<file path="src/rtl/fetch_sequencer.sv">
// Program counter and fetch controller: feeds a combinational instruction memory and hands one
// instruction per cycle to decode over valid/ready. Optional counters enabled by FETCH_PERF_EN.
module fetch_sequencer #(
    parameter int                 WIDTH               = 32,
    parameter int                 INSTRACTION_NUMBERS = 1,
    parameter logic [WIDTH-1:0]   RESET_PC            = '0
) (
    input  logic             clk,
    input  logic             rst,
    output logic [WIDTH-1:0] imem_addr,
    input  logic [WIDTH-1:0] imem_data,
    output logic             out_valid,
    input  logic             out_ready,
    output logic [WIDTH-1:0] out_instr,
    output logic [WIDTH-1:0] out_pc,
    input  logic             redirect_valid,
    input  logic [WIDTH-1:0] redirect_target,
    input  logic             halt_req,
    output logic             halted,
    output logic             fault
`ifdef FETCH_PERF_EN
    ,
    output logic [WIDTH-1:0] perf_fetched,
    output logic [WIDTH-1:0] perf_stall
`endif
);

    localparam logic [1:0] ST_RUN    = 2'd0;
    localparam logic [1:0] ST_HALTED = 2'd1;
    localparam logic [1:0] ST_FAULT  = 2'd2;

    // One extra bit so a memory size of 2^WIDTH words still compares correctly.
    localparam logic [WIDTH:0] PC_LIMIT = (WIDTH+1)'(INSTRACTION_NUMBERS);

    logic [WIDTH-1:0] pc_q, pc_d;
    logic [1:0]       state_q, state_d;
    logic             out_valid_q, out_valid_d;
    logic [WIDTH-1:0] out_instr_q, out_instr_d;
    logic [WIDTH-1:0] out_pc_q, out_pc_d;

    logic slot_free;
    logic drained;
    logic pc_in_range;
    logic fetch_go;

    assign slot_free   = !out_valid_q || out_ready;
    assign drained     = out_valid_q && out_ready;
    assign pc_in_range = ({1'b0, pc_q} < PC_LIMIT);

    // Priority: redirect, then halt, then fetch or fault; a plain drain otherwise.
    always_comb begin
        pc_d        = pc_q;
        state_d     = state_q;
        out_valid_d = out_valid_q;
        out_instr_d = out_instr_q;
        out_pc_d    = out_pc_q;
        fetch_go    = 1'b0;

        if (redirect_valid) begin
            out_valid_d = 1'b0;
            pc_d        = redirect_target;
            state_d     = ST_RUN;
        end else if (state_q == ST_RUN && halt_req) begin
            state_d = ST_HALTED;
            if (drained) begin
                out_valid_d = 1'b0;
            end
        end else if (state_q == ST_RUN && slot_free) begin
            if (pc_in_range) begin
                fetch_go    = 1'b1;
                out_instr_d = imem_data;
                out_pc_d    = pc_q;
                out_valid_d = 1'b1;
                pc_d        = pc_q + 1'b1;
            end else begin
                state_d = ST_FAULT;
                if (drained) begin
                    out_valid_d = 1'b0;
                end
            end
        end else if (drained) begin
            out_valid_d = 1'b0;
        end
    end

    always_ff @(posedge clk) begin
        if (!rst) begin
            pc_q        <= RESET_PC;
            state_q     <= ST_RUN;
            out_valid_q <= 1'b0;
            out_instr_q <= '0;
            out_pc_q    <= '0;
        end else begin
            pc_q        <= pc_d;
            state_q     <= state_d;
            out_valid_q <= out_valid_d;
            out_instr_q <= out_instr_d;
            out_pc_q    <= out_pc_d;
        end
    end

`ifdef FETCH_PERF_EN
    logic [WIDTH-1:0] perf_fetched_q;
    logic [WIDTH-1:0] perf_stall_q;

    // Both counters stick at all-ones rather than wrapping.
    always_ff @(posedge clk) begin
        if (!rst) begin
            perf_fetched_q <= '0;
            perf_stall_q   <= '0;
        end else begin
            if (fetch_go && (perf_fetched_q != '1)) begin
                perf_fetched_q <= perf_fetched_q + 1'b1;
            end
            if (out_valid_q && !out_ready && (perf_stall_q != '1)) begin
                perf_stall_q <= perf_stall_q + 1'b1;
            end
        end
    end

    assign perf_fetched = perf_fetched_q;
    assign perf_stall   = perf_stall_q;
`endif

    assign imem_addr = pc_q;
    assign out_valid = out_valid_q;
    assign out_instr = out_instr_q;
    assign out_pc    = out_pc_q;
    assign halted    = (state_q == ST_HALTED);
    assign fault     = (state_q == ST_FAULT);

endmodule
</file>
<file path="config.mk">
export PLATFORM = sky130hd
export DESIGN_NAME = fetch_sequencer
export DESIGN_NICKNAME = d
export VERILOG_FILES = /design/src/rtl/fetch_sequencer.sv
export SDC_FILE = /design/constraint.sdc
export NUM_CORES = 1
export LEC_CHECK = 0
export CAP_MARGIN = 0
export CORE_MARGIN = 4
export CORE_UTILIZATION = 45
export DETAILED_ROUTE_END_ITERATION = 10
export PLACE_DENSITY = 0.95
export SYNTH_ARGS = -nofsm -noshare
export SYNTH_HDL_FRONTEND = slang
export SYNTH_SLANG_ARGS = --single-unit
</file>
<file path="constraint.sdc">
create_clock -name clk -period 3.3 [get_ports clk]
set_input_delay 0.66 -clock clk [delete_from_list [all_inputs] [get_ports clk]]
set_output_delay 0.66 -clock clk [all_outputs]
set_load 0.02 [all_outputs]
</file>
; ---- Word-level counts from Yosys, hierarchy flattened
; Index checks and enable logic that the tools add are counted.
[totals]
reg_bits = 99
in_bits = 69
[classes]
add_sub_neg = 1
order_cmp = 1
n_eq_ne = 4
muxes = 11
bitwise_logic = 4
reduce_logical = 15
[ops]
columns = op, n
row1 = two-way mux 32 bit, 4
row2 = adder 32 x 1 -> 32 bit (second input constant), 1
row3 = less-than comparator 32 x 1 -> 1 bit (second input constant), 1
row4 = two-way mux 1 bit, 7
row5 = nonzero test 2 bit, 3
row6 = NOT 1 bit, 4
row7 = AND reduction 2 bit, 2
row8 = AND reduction 4 bit, 1
row9 = logical AND 1 bit, 3
row10 = AND reduction 3 bit, 1
row11 = OR reduction 3 bit, 1
row12 = == test 2 x 1 -> 1 bit (second input constant), 1
row13 = == test 2 bit (second input constant), 1
row14 = zero test 2 bit, 1
row15 = != test 2 x 1 -> 1 bit (second input constant), 1
row16 = != test 2 bit (second input constant), 1
row17 = OR reduction 2 bit, 1
row18 = zero test 1 bit, 1
row19 = logical OR 1 bit, 1

; ---- Longest topological paths before layout
[logic_depth]
depth_word = 6
mapped_depth = 8
depth_no_buf = 6

; ---- Worst setup path before layout
; Ideal clock, no wire load.
[synth_path]
kind = input port to flip-flop
startpoint = input port halt_req
endpoint = register out_pc_q[10], in the netlist out_pc[10]
arrival_ps = 1912
required_ps = 3184
slack_ps = 1273
path_stages = 4
path_cell_list = or4_4 -> or4_4 -> buf_6 -> and3_1
[synth_between]
elab_chain_cells = 3
[synth_lines]
columns = item, line_no
row1 = start: declaration, 18  ; input logic halt_req,
row2 = logical AND 1 bit, 63  ; end else if (state_q == ST_RUN && halt_req) begin
row3 = NOT 1 bit (no source line), -
row4 = AND reduction 4 bit (no source line), -
row5 = end signal: assignment, 98  ; out_pc_q <= out_pc_d;
row6 = end: declaration, 39  ; logic [WIDTH-1:0] out_pc_q, out_pc_d;
; No other way between the ends.
; A chain may end at the register's enable or synchronous reset.

; ---- Final worst setup path
[layout_path]
startpoint = input port out_ready
endpoint = register out_pc_q[14], in the netlist out_pc[14]
[layout_between]
elab_chain_cells = 3
[layout_lines]
columns = item, line_no
row1 = start: declaration, 13  ; input logic out_ready,
row2 = logical OR 1 bit, 46  ; assign slot_free = !out_valid_q || out_ready;
row3 = logical AND 1 bit, 68  ; end else if (state_q == ST_RUN && slot_free) begin
row4 = AND reduction 4 bit (no source line), -
; No other way between the ends.

==> results_dict.tcl <==
set metrics [dict create \
    max_cap_violations 0 \
    fillCellCount 616 \
    synth-edff-count 0 \
    cts-root-buf "clkbuf_8" \
    cts_htree_levels 3 \
    period_share_pct 67.5 \
    die_h_um 99.5 \
    finalHoldViolCount 0 \
    path_clk_slew_ns 0.11 \
    gp_congestion 0.778 \
    ioPinCount 168 \
    pwr-share-comb_pct 12.4 \
    nets 585 \
    top_usage_layer "met2" \
    outcome "completed" \
    yosys.cell_count.top_type "dfxtp_1" \
    fp.coreArea_sq_um 8180 \
    period_needed_ns 2.23 \
    diodes 0 \
    power_frac_seq_pct 54.1 \
    critPathCaptureType "flip-flop" \
    regToRegSetupSlack_ns 1.21 \
    whs_ns 0.464 \
    rows 33 \
    crit_slowest_cell "or4_4" \
    grt_util_met2_pct 32.9 \
    relSlewSlack_pct 31.8 \
    rr_worst_depth 6 \
    switching_share_pct 26.7 \
    crit_top_cell "or4_4" \
    yosysTopAreaCell "dfxtp_1" \
    synth_area_per_cell_sq_um 10.5 \
    internal_power_mw 1.69 \
    required_ns 3.55 \
    antenna_found_initial 0 \
    dp_cells 608 \
    hold_buffers 0 \
    syn_inst 359 \
    drt_wl_total_um 9640 \
    clk_latency_ns 0.36 \
    endpoint "out_pc[14]" \
    grt_use_met3_pct 5.05 \
    synth_seq_cells 99 \
    p_per_area_nw_per_um2 409 \
    ys.flop_type "dfxtp_1" \
    finalClockSkew_ns 0.0154 \
    drive_above_1_share_pct 6.74 \
    ctsResizeCount 0 \
    postCtsSetupBuffers 0 \
    vias 3100 \
    worstSetupPathType "primary input to flip-flop" \
    dieArea_sq_um 9890 \
    portBuffers 167 \
    place_hpwl_um 7120 \
    ys_async_sr_fraction_pct 0 \
    reg2reg_to "out_pc[14]" \
    arrival_ns 2.48 \
    numClockSinks 99 \
    grt_setup_unrepaired "no" \
    p_leak_nw 2.23 \
    grt_pass1_vias 3152 \
    yosys.area.top_type_share_pct 52.7 \
    initial_core_util_pct 46.0 \
    syn_to_final_growth_pct 49.7 \
    via_per_inst 4.97 \
    p_sw_uw 616 \
    yosys_warnings 0 \
    p_total_mw 2.30 \
    r2r-start "imem_addr[0]" \
    yosysSeqAreaShare_pct 52.7 \
    cts_tree "built" \
    cp_max_fo 30 \
    synthTopCellsByArea "dfxtp_1 (53%), mux2i_1 (17%), nand2_1 (6.8%)" \
    setup_viol 0 \
    antenna_left 0 \
    drc 0 \
    pwr-share-clk_pct 33.5 \
    grt_usage_pct 19.0 \
    finalNonFillerCells 624 \
    hold_path_depth 2 \
    synth.cell_area_sq_um 3760 \
    grt_util_met1_pct 22.2 \
    wl_per_cell_um 15.4 \
    hold_class "flip-flop to flip-flop" \
    yosysUniqueCellTypes 34 \
    worstPathCellList "clkdlybuf4s50_1 > nor2b_2 > or4_4 > or4_4 > and3_1" \
    synth_commonest_cells "dfxtp_1 (99), nand2_1 (68), mux2i_1 (64)" \
    overflow 0 \
    grt_pass1_wl_um 15200 \
    drt_iter0_drc 87 \
    slew_viol_final 0 \
    crit_start "out_ready" \
    timing.fmax_mhz 449 \
    clock_path_buffers 2 \
    slowest_delay_ns 0.58 \
    die_w_um 99.5 \
    fin_tns_setup_ns 0 \
    tightest_slew_ns 1.02 \
    syn_nets 430 \
    startpoint_type "primary input" \
    grt_max_degree 73 \
    ir_drop_v 0.000201 \
    firstDrtPassIters 5 \
    cts_made_buffers 9 \
]
==> how the worst min path moves through the flow <==
stage | startpoint | endpoint
finish | out_instr[28] | out_instr[28]
global placement | out_instr[14] | out_instr[14]
detailed placement | out_instr[29] | out_instr[29]
global route | out_instr[7] | out_instr[7]
floorplan | state_q[1] | state_q[1]
CTS | out_instr[29] | out_instr[29]
==> registers in the layout, summed over array words and instances, names as in the netlist <==
signal	cells
state_q	2
imem_addr	32
out_instr	32
out_valid	1
out_pc	32
==> power groups by stage <==
stage / combinational [mW] / clock (mW) / sequential (mW)
finish: 0.285 / 0.772 / 1.25
CTS: 0.288 / 0.793 / 1.25
global placement: 0.279 / 0 / 1.27
floorplan: 0.109 / 0 / 1.30
detailed placement: 0.286 / 0 / 1.27
global route: 0.306 / 0.827 / 1.25
==> worst max-delay path: cells and delay by family <==
family	cells	cell delay (ns)
simple gates	4	1.33
buf+inv	1	0.48
==> cell type report <==
| cell class | instances | area, sq um | share of cell area, % |
|---|---|---|---|
| clock buffer | 9 | 124 | 2.20 |
| clock inverter | 7 | 76.3 | 1.35 |
| inverter | 4 | 15.0 | 0.266 |
| multi-input combinational | 231 | 1620 | 28.7 |
| sequential | 99 | 1980 | 35.2 |
| tap | 105 | 131 | 2.33 |
| timing repair buffer | 169 | 1690 | 30.0 |
==> metal layers <==
metal,share of wire [%],up-vias
met3,7.5,19
met4,2.1,0
li1,-,1514
met1,41,1434
met5,0,-
met2,50,133
==> cells by family (layout without fill, tap and decap cells) <==
kind of cell               after synthesis  after routing  share of synthesized area [%]
and+or+nand+nor                        154            154                           23.0
adders and majority gates                2              2                          0.665
buffers and inverters                   29            189                           4.59
DFF                                     99             99                           52.7
AOI/OAI and AO/OA                       10             10                           1.73
muxes                                   65             65                           17.3
==> cells in the final DEF (no fill, tap or decap), types with 2 or more instances in the layout <==
| master | synthesis | final |
|---|---|---|
| nand4_2 | 2 | 2 |
| inv_6 | 0 | 3 |
| or4_4 | 2 | 2 |
| nor2_1 | 4 | 4 |
| inv_8 | 0 | 3 |
| nand2b_1 | 2 | 2 |
| dfxtp_1 | 99 | 99 |
| buf_4 | 1 | 2 |
| mux2i_1 | 64 | 64 |
| a21oi_1 | 4 | 4 |
| clkdlybuf4s50_1 | 0 | 165 |
| nand2_1 | 68 | 68 |
| nor4_2 | 4 | 5 |
| and3_1 | 31 | 31 |
| inv_1 | 4 | 4 |
| nor2b_1 | 31 | 31 |
| clkbuf_8 | 1 | 9 |
| nor3_1 | 2 | 2 |
| ha_1 | 2 | 2 |
==> per-stage QoR <==
| stage | cell area [sq um] | setup slack [ns] | utilization, % |
|---|---|---|---|
| after global placement | 5440 | 0.754 | 66.5 |
| after CTS | 5640 | 1.06 | 68.9 |
| after detailed placement | 5440 | 0.701 | 66.5 |
| after floorplan | 3760 | 1.27 | - |
| after global routing | 5640 | 1.01 | 68.9 |
| final | 5640 | 1.07 | 68.9 |
No activity file was read; power rests on OpenSTA's default activity.
